`config.mk`:
```
export PLATFORM = sky130hd
export DESIGN_NAME = i2c_reg_sequencer
export DESIGN_NICKNAME = d
export VERILOG_FILES = /design/src/rtl/i2c_reg_sequencer.sv
export SDC_FILE = /design/constraint.sdc
export NUM_CORES = 1
export LEC_CHECK = 0
export BUFFER_PORTS_ARGS = -buffer_cell sky130_fd_sc_hd__buf_2
export CAP_MARGIN = 10
export CORE_ASPECT_RATIO = 1.75
export CORE_MARGIN = 2
export CORE_UTILIZATION = 45
export DETAILED_ROUTE_END_ITERATION = 7
export PLACE_DENSITY = 0.66
export SETUP_SLACK_MARGIN = 0.3
export SYNTH_ARGS = -nofsm -noshare
export SYNTH_HDL_FRONTEND = slang
export SYNTH_SLANG_ARGS = --single-unit
```
`constraint.sdc`:
```
create_clock -name wb_clk_i -period 3.1 [get_ports wb_clk_i]
set_input_delay 0 -clock wb_clk_i [delete_from_list [all_inputs] [get_ports wb_clk_i]]
set_output_delay 0 -clock wb_clk_i [all_outputs]
set_load 0.005 [all_outputs]
```
`src/rtl/i2c_reg_sequencer.sv`:
```
// Purpose: turns one single-register I2C read/write request into TXR/CR writes and SR polls on the I2C controller.
// Latency: each Wishbone access is held until ack and followed by one idle cycle; response pulses one cycle after the final evaluation.
// Backpressure: req_ready_o is high only in IDLE; requests are held off while busy, never dropped or queued.
module i2c_reg_sequencer #(
    parameter int TIMEOUT_POLLS = 4096
) (
    input  logic       wb_clk_i,
    input  logic       arst_i,
    input  logic       req_valid_i,
    output logic       req_ready_o,
    input  logic       req_rnw_i,
    input  logic [6:0] req_dev_i,
    input  logic [7:0] req_reg_i,
    input  logic [7:0] req_wdata_i,
    output logic       rsp_valid_o,
    output logic [7:0] rsp_rdata_o,
    output logic [1:0] rsp_err_o,
    output logic       wbm_cyc_o,
    output logic       wbm_stb_o,
    output logic       wbm_we_o,
    output logic [2:0] wbm_adr_o,
    output logic [7:0] wbm_dat_o,
    input  logic [7:0] wbm_dat_i,
    input  logic       wbm_ack_i
);
    localparam int              CW       = $clog2(TIMEOUT_POLLS + 1);
    localparam logic [CW-1:0]   POLL_MAX = CW'(TIMEOUT_POLLS);

    localparam logic [2:0] ADR_TXR = 3'd3;   // TXR write / RXR read
    localparam logic [2:0] ADR_CR  = 3'd4;   // CR write / SR read

    // Every CR value carries IACK (bit0) so a stale interrupt flag is cleared.
    localparam logic [7:0] CRV_STA_WR   = 8'h91;
    localparam logic [7:0] CRV_WR       = 8'h11;
    localparam logic [7:0] CRV_STO_WR   = 8'h51;
    localparam logic [7:0] CRV_RD_STO   = 8'h69;
    localparam logic [7:0] CRV_STO_IACK = 8'h41;

    localparam logic [1:0] ERR_OK      = 2'b00;
    localparam logic [1:0] ERR_NACK    = 2'b01;
    localparam logic [1:0] ERR_AL      = 2'b10;
    localparam logic [1:0] ERR_TIMEOUT = 2'b11;

    typedef enum logic [2:0] {
        IDLE, TXR_WR, CR_WR, POLL, EVAL, RXR_RD, ABORT, RESP
    } state_t;

    state_t        state, state_nxt;
    logic          rnw_q;
    logic [6:0]    dev_q;
    logic [7:0]    reg_q;
    logic [7:0]    wdata_q;
    logic [1:0]    uop;          // index of the current command within the sequence
    logic          uop_adv;
    logic          aborting;     // set while the STOP-after-NACK command is in flight
    logic [CW-1:0] poll_cnt, poll_cnt_nxt;
    logic          al_q, rxack_q;
    logic [1:0]    err_nxt;
    logic          acc_done;
    logic          acc_req, acc_we;
    logic [2:0]    acc_adr;
    logic [7:0]    acc_dat;
    logic [7:0]    txr_byte, cr_byte;
    logic          last_uop, rd_cmd;

    assign acc_done     = wbm_stb_o & wbm_ack_i;
    assign req_ready_o  = (state == IDLE);
    assign rsp_valid_o  = (state == RESP);
    assign last_uop     = rnw_q ? (uop == 2'd3) : (uop == 2'd2);
    assign rd_cmd       = rnw_q && (uop == 2'd3);
    assign poll_cnt_nxt = (poll_cnt == POLL_MAX) ? poll_cnt : poll_cnt + 1'b1;

    // Byte and CR value selected by the micro-op index, and the access each state issues.
    always_comb begin
        txr_byte = 8'h00;
        cr_byte  = CRV_STA_WR;
        acc_req  = 1'b0;
        acc_we   = 1'b0;
        acc_adr  = 3'd0;
        acc_dat  = 8'h00;
        case (uop)
            2'd0: begin txr_byte = {dev_q, 1'b0}; cr_byte = CRV_STA_WR; end
            2'd1: begin txr_byte = reg_q;         cr_byte = CRV_WR;     end
            2'd2: begin
                txr_byte = rnw_q ? {dev_q, 1'b1} : wdata_q;
                cr_byte  = rnw_q ? CRV_STA_WR : CRV_STO_WR;
            end
            default: begin txr_byte = 8'h00; cr_byte = CRV_RD_STO; end
        endcase
        case (state)
            TXR_WR: begin acc_req = 1'b1; acc_we = 1'b1; acc_adr = ADR_TXR; acc_dat = txr_byte;     end
            CR_WR:  begin acc_req = 1'b1; acc_we = 1'b1; acc_adr = ADR_CR;  acc_dat = cr_byte;      end
            ABORT:  begin acc_req = 1'b1; acc_we = 1'b1; acc_adr = ADR_CR;  acc_dat = CRV_STO_IACK; end
            POLL:   begin acc_req = 1'b1; acc_adr = ADR_CR;  end
            RXR_RD: begin acc_req = 1'b1; acc_adr = ADR_TXR; end
            default: ;
        endcase
    end

    // Next-state and response-code decisions.
    always_comb begin
        state_nxt = state;
        err_nxt   = ERR_OK;
        uop_adv   = 1'b0;
        case (state)
            IDLE:   if (req_valid_i) state_nxt = TXR_WR;
            TXR_WR: if (acc_done) state_nxt = CR_WR;
            CR_WR:  if (acc_done) state_nxt = POLL;
            ABORT:  if (acc_done) state_nxt = POLL;
            POLL: begin
                if (acc_done) begin
                    if (wbm_dat_i[0] || wbm_dat_i[5]) begin
                        state_nxt = EVAL;
                    end else if (poll_cnt_nxt == POLL_MAX) begin
                        // No STOP on timeout: bus recovery is left to the system.
                        state_nxt = RESP;
                        err_nxt   = ERR_TIMEOUT;
                    end
                end
            end
            EVAL: begin
                if (al_q) begin
                    state_nxt = RESP;
                    err_nxt   = ERR_AL;
                end else if (aborting) begin
                    state_nxt = RESP;
                    err_nxt   = ERR_NACK;
                end else if (rxack_q && !rd_cmd) begin
                    state_nxt = ABORT;
                end else if (last_uop) begin
                    state_nxt = rnw_q ? RXR_RD : RESP;
                end else begin
                    uop_adv   = 1'b1;
                    // The final read command carries no TXR byte.
                    state_nxt = (rnw_q && uop == 2'd2) ? CR_WR : TXR_WR;
                end
            end
            RXR_RD: if (acc_done) state_nxt = RESP;
            RESP:   state_nxt = IDLE;
            default: state_nxt = IDLE;
        endcase
    end

    // State register.
    always_ff @(posedge wb_clk_i or posedge arst_i) begin
        if (arst_i) state <= IDLE;
        else        state <= state_nxt;
    end

    // Wishbone master: launch from an idle bus, hold until ack, drop on the ack edge.
    always_ff @(posedge wb_clk_i or posedge arst_i) begin
        if (arst_i) begin
            wbm_cyc_o <= 1'b0;
            wbm_stb_o <= 1'b0;
            wbm_we_o  <= 1'b0;
            wbm_adr_o <= 3'd0;
            wbm_dat_o <= 8'h00;
        end else if (acc_done) begin
            wbm_cyc_o <= 1'b0;
            wbm_stb_o <= 1'b0;
            wbm_we_o  <= 1'b0;
            wbm_adr_o <= 3'd0;
            wbm_dat_o <= 8'h00;
        end else if (acc_req && !wbm_cyc_o) begin
            wbm_cyc_o <= 1'b1;
            wbm_stb_o <= 1'b1;
            wbm_we_o  <= acc_we;
            wbm_adr_o <= acc_adr;
            wbm_dat_o <= acc_dat;
        end
    end

    // Request capture, micro-op index, poll counter, status flags and response registers.
    always_ff @(posedge wb_clk_i or posedge arst_i) begin
        if (arst_i) begin
            rnw_q       <= 1'b0;
            dev_q       <= 7'd0;
            reg_q       <= 8'h00;
            wdata_q     <= 8'h00;
            uop         <= 2'd0;
            aborting    <= 1'b0;
            poll_cnt    <= '0;
            al_q        <= 1'b0;
            rxack_q     <= 1'b0;
            rsp_rdata_o <= 8'h00;
            rsp_err_o   <= ERR_OK;
        end else begin
            if (state == IDLE && req_valid_i) begin
                rnw_q       <= req_rnw_i;
                dev_q       <= req_dev_i;
                reg_q       <= req_reg_i;
                wdata_q     <= req_wdata_i;
                uop         <= 2'd0;
                aborting    <= 1'b0;
                poll_cnt    <= '0;
                rsp_rdata_o <= 8'h00;
                rsp_err_o   <= ERR_OK;
            end
            if (uop_adv) uop <= uop + 1'b1;
            if (state == EVAL && state_nxt == ABORT) aborting <= 1'b1;
            if ((state == CR_WR || state == ABORT) && acc_done) poll_cnt <= '0;
            if (state == POLL && acc_done) begin
                poll_cnt <= poll_cnt_nxt;
                al_q     <= wbm_dat_i[5];
                rxack_q  <= wbm_dat_i[7];
            end
            if (state == RXR_RD && acc_done) rsp_rdata_o <= wbm_dat_i;
            if (state != RESP && state_nxt == RESP) rsp_err_o <= err_nxt;
        end
    end
endmodule

```
==> results.md <==
- Area Overhead vs Synth: 27.1%
- Final Skew: 0.00811 ns
- Wirelength per Cell: 16.3 microns
- Post-route ant nets: 0
- First-pass DRT Iterations: 4
- Arrival time worst endpoint: 2.89 ns
- Maximum clock rate: 377 MHz
- P_leak: 2.19 nW
- CORE AREA: 0.00762 sq mm
- Die area: 0.00862 sq mm
- Pins Over Slew Limit: 0
- Crit path largest cell delay: 0.57 ns
- Worst-path maximum fanout: 8
- XOR/XNOR share of the synthesized area: 1.73%
- Critical Path Most Common Cell: or4b_4
- Reg2reg setup slack: 0.44 ns
- Dominant cell type by area after synthesis: dfrtp_1
- Ys Warns: 0
- 1st-iter DRT viols: 165
- Largest net degree at the start of global routing: 44
- Setup crit end kind: flop
- Crit path cell chain: inv_1, ha_1, and4bb_1, nand4_4, a221o_1, or4b_4, or4b_4, o311ai_1
- Largest cells by area after synthesis: dfrtp_1 47%, nand2_1 10%, o21ai_0 3.7%, a22o_1 3.2%, nor2_1 2.3%
- Actual slew at the worst max-slew pin: 0.905 ns
- Crit share post-route: 85.7%
- Post-synth EDFFs: 0
- Pwr dens: 830 mW/mm^2
- Post-synth cell types: 61
- Mux cell area share after synthesis: 1.48%
- Final TNS setup: 0 ns
- Worst Path Required: 3.33 ns
- Root Buffer: clkbuf_16
- Clock-pin slew on the worst setup and hold paths: 0.06 ns
- Number of synthesized register bits: 67
- Syn Inst Count: 388
- Die Span Y: 121 microns
- Syn avg cell area: 9.12 sq um
- Synth top area share: 47.4%
- # port buffers: 61
- Syn Nets: 430
- Max-Cap Viols: 0
- Share of cells above drive strength 1: 20.4%
- Endpoints failing hold: 0
- Area fraction in compound gates after synthesis: 19.3%
- Worst Hold End: wbm_stb_o
- R2R Path End: rsp_err_o[0]
- Outcome: complete, no violations
- Final WL: 9.16 mm
- Post-layout net count: 513
- Fraction of the mapped netlist area in simple logic gates: 22.3%
- Final setup viols: 0
- RSZ-0062 raised after global routing: no
- # rows: 42
- Inserted Clock Buffers: 9
- Vias per cell: 5.71
- DRC errors left: 0
- Register area share after synthesis: 47.4%
- Ant. Diodes: 0
- CTS sink count: 67
- I/O Pins: 62
- Global-route wire length before repair: 15.5 mm
- Post-synthesis adder-cell area fraction: 2.12%
- Max_slew headroom: 39.6%
- Minimum clock period after layout: 2.66 ns
- GP Congestion: 0.844
- Largest buffer count on any clock path: 2
- Vias in the first global route: 3364
- HPWL Detailed: 6.30 mm
- Gr usage total: 23.0%
- GRT overflow: 0
- Initial Utilization: 46.5%
- Maximum vdd drop: 448 uV
- Worst-case reg-to-reg path depth: 8
- Hold slack: 0.0434 ns
- Via count: 3214
- Slowest CP cell: or4b_4
- WS Path Type: flop to flop
- Die width: 71.0 microns
- Worst-Skew Late Latency: 0.33 ns
- Antenna violations before repair: 0
- Main synth FF type: dfrtp_1
- Largest family of logic cells by synthesized area: simple AND/OR/NAND/NOR gates
- Hold Crit Class: input port to flop
- CTS H-tree lvls: 3
- Worst Setup Start Kind: flop
- Min-Delay Startpoint: wbm_ack_i
- Mapped Area: 0.00354 sq mm
- CTS tree: yes
- Ys async rst share: 100%
- Hold path cells: 3
- R2r startpoint: poll_cnt[0]
-- layout make-up --
class / count / area, sq um
Sequential cell: 67 / 1680
Clock inverter: 2 / 35.0
Fill cell: 665 / 3120
Clock buffer: 13 / 260
Timing Repair Buffer: 101 / 688
Multi-Input combinational cell: 277 / 1670
Tap cell: 88 / 110
Inverter: 15 / 56.3
-- registers in the layout, summed over array words and instances (netlist names), 2 cells and up --
register / count
dev_q: 7
poll_cnt: 13
reg_q: 8
rsp_err_o: 2
rsp_rdata_o: 8
state: 3
uop: 2
wbm_adr_o: 2
wbm_dat_o: 8
wdata_q: 8
-- per-layer routing --
metal | GRT usage [%] | vias up | routed length [microns]
met2 | 42.2 | 71 | 5100
met3 | 4.15 | 22 | 276
met5 | 0 | - | 0
met4 | 12.6 | 0 | 297
li1 | - | 1536 | -
met1 | 24.1 | 1585 | 3490
-- how the worst max path moves through the flow --
stage	start	end	slack, ns	depth (start not counted)
detailed placement	poll_cnt[0]	rsp_err_o[0]	0.31	7
floorplan	poll_cnt[0]	rsp_err_o[0]	0.51	7
global placement	poll_cnt[0]	rsp_err_o[0]	0.37	7
finish	poll_cnt[0]	rsp_err_o[0]	0.44	8
global route	poll_cnt[0]	rsp_err_o[0]	0.33	8
CTS	poll_cnt[0]	rsp_err_o[0]	0.31	7
-- Yosys cell counts (3+ instances only) --
| cell | n |
|---|---|
| nand2_1 | 99 |
| dfrtp_1 | 67 |
| o21ai_0 | 26 |
| nor2_1 | 22 |
| clkbuf_1 | 18 |
| inv_1 | 15 |
| a22o_1 | 13 |
| nand3_1 | 11 |
| o31ai_1 | 8 |
| a222oi_1 | 7 |
| ha_1 | 6 |
| buf_2 | 5 |
| a21o_1 | 4 |
| a21oi_1 | 4 |
| buf_4 | 4 |
| nand4_1 | 4 |
| nor3_1 | 4 |
| o41ai_1 | 4 |
| xnor2_1 | 4 |
| a31oi_1 | 3 |
| mux2i_1 | 3 |
| nand2b_1 | 3 |
| nor2b_1 | 3 |
| nor4_1 | 3 |
| xor2_1 | 3 |
-- metrics by stage --
stage	setup WS (ns)	cell area, sq um	power, mW	instances	util, %
CTS	0.314	4480	3.76	562	58.8
global route	0.328	4500	4.02	563	59.0
finish	0.444	4500	3.73	563	59.0
global placement	0.371	3850	2.66	514	50.6
floorplan	0.511	3540	2.27	388	-
detailed placement	0.308	3850	2.69	514	50.6
-- critical path, delay by kind of cell (launching register included) --
kind            cells  cell delay [ns]
fa+ha+maj           1             0.14
compound gates      2             0.44
flops               1             0.45
buf+inv             1             0.10
simple gates        4             1.44
-- placed cells by master, fill, tap and decap left out, drive strengths merged, types with 3 or more instances in the layout --
cell / count
a21oi: 4
a222oi: 7
a21o: 5
o41ai: 4
o21ai: 26
buf: 68
o31ai: 8
dlygate4sd3: 33
nor2b: 3
nand3: 11
nand2: 99
xor2: 3
ha: 6
inv: 15
xnor2: 4
dfrtp: 67
mux2i: 3
nand4: 5
and3: 3
nor2: 23
nor4: 3
nor3: 6
nand2b: 3
a22o: 13
a31oi: 3
clkbuf: 13
-- power breakdown --
group | switching [mW] | internal [mW]
Clock | 0.352 | 0.660
Sequential | 0.254 | 1.17
Combinational | 0.764 | 0.536
Total | 1.37 | 2.37
-- repair_timing --
| action | in CTS | in global routing |
|---|---|---|
| hold endpoints to repair | 76 | 0 |
| hold buffers | 33 | 0 |
| buffers inserted | 0 | 1 |
| endpoints found under the setup margin | 0 | 2 |
| gates resized for setup | 0 | 3 |
-- kinds of logic (layout without fill, tap and decap cells) --
group | after synthesis | after routing
xor gates and xnor gates | 7 | 7
adders and majority gates | 6 | 6
buffers and inverters | 44 | 131
DFF | 67 | 67
and+or+nand+nor | 167 | 167
AOI/OAI and AO/OA | 92 | 92
muxes | 5 | 5
(Power assumes the default switching activity.)
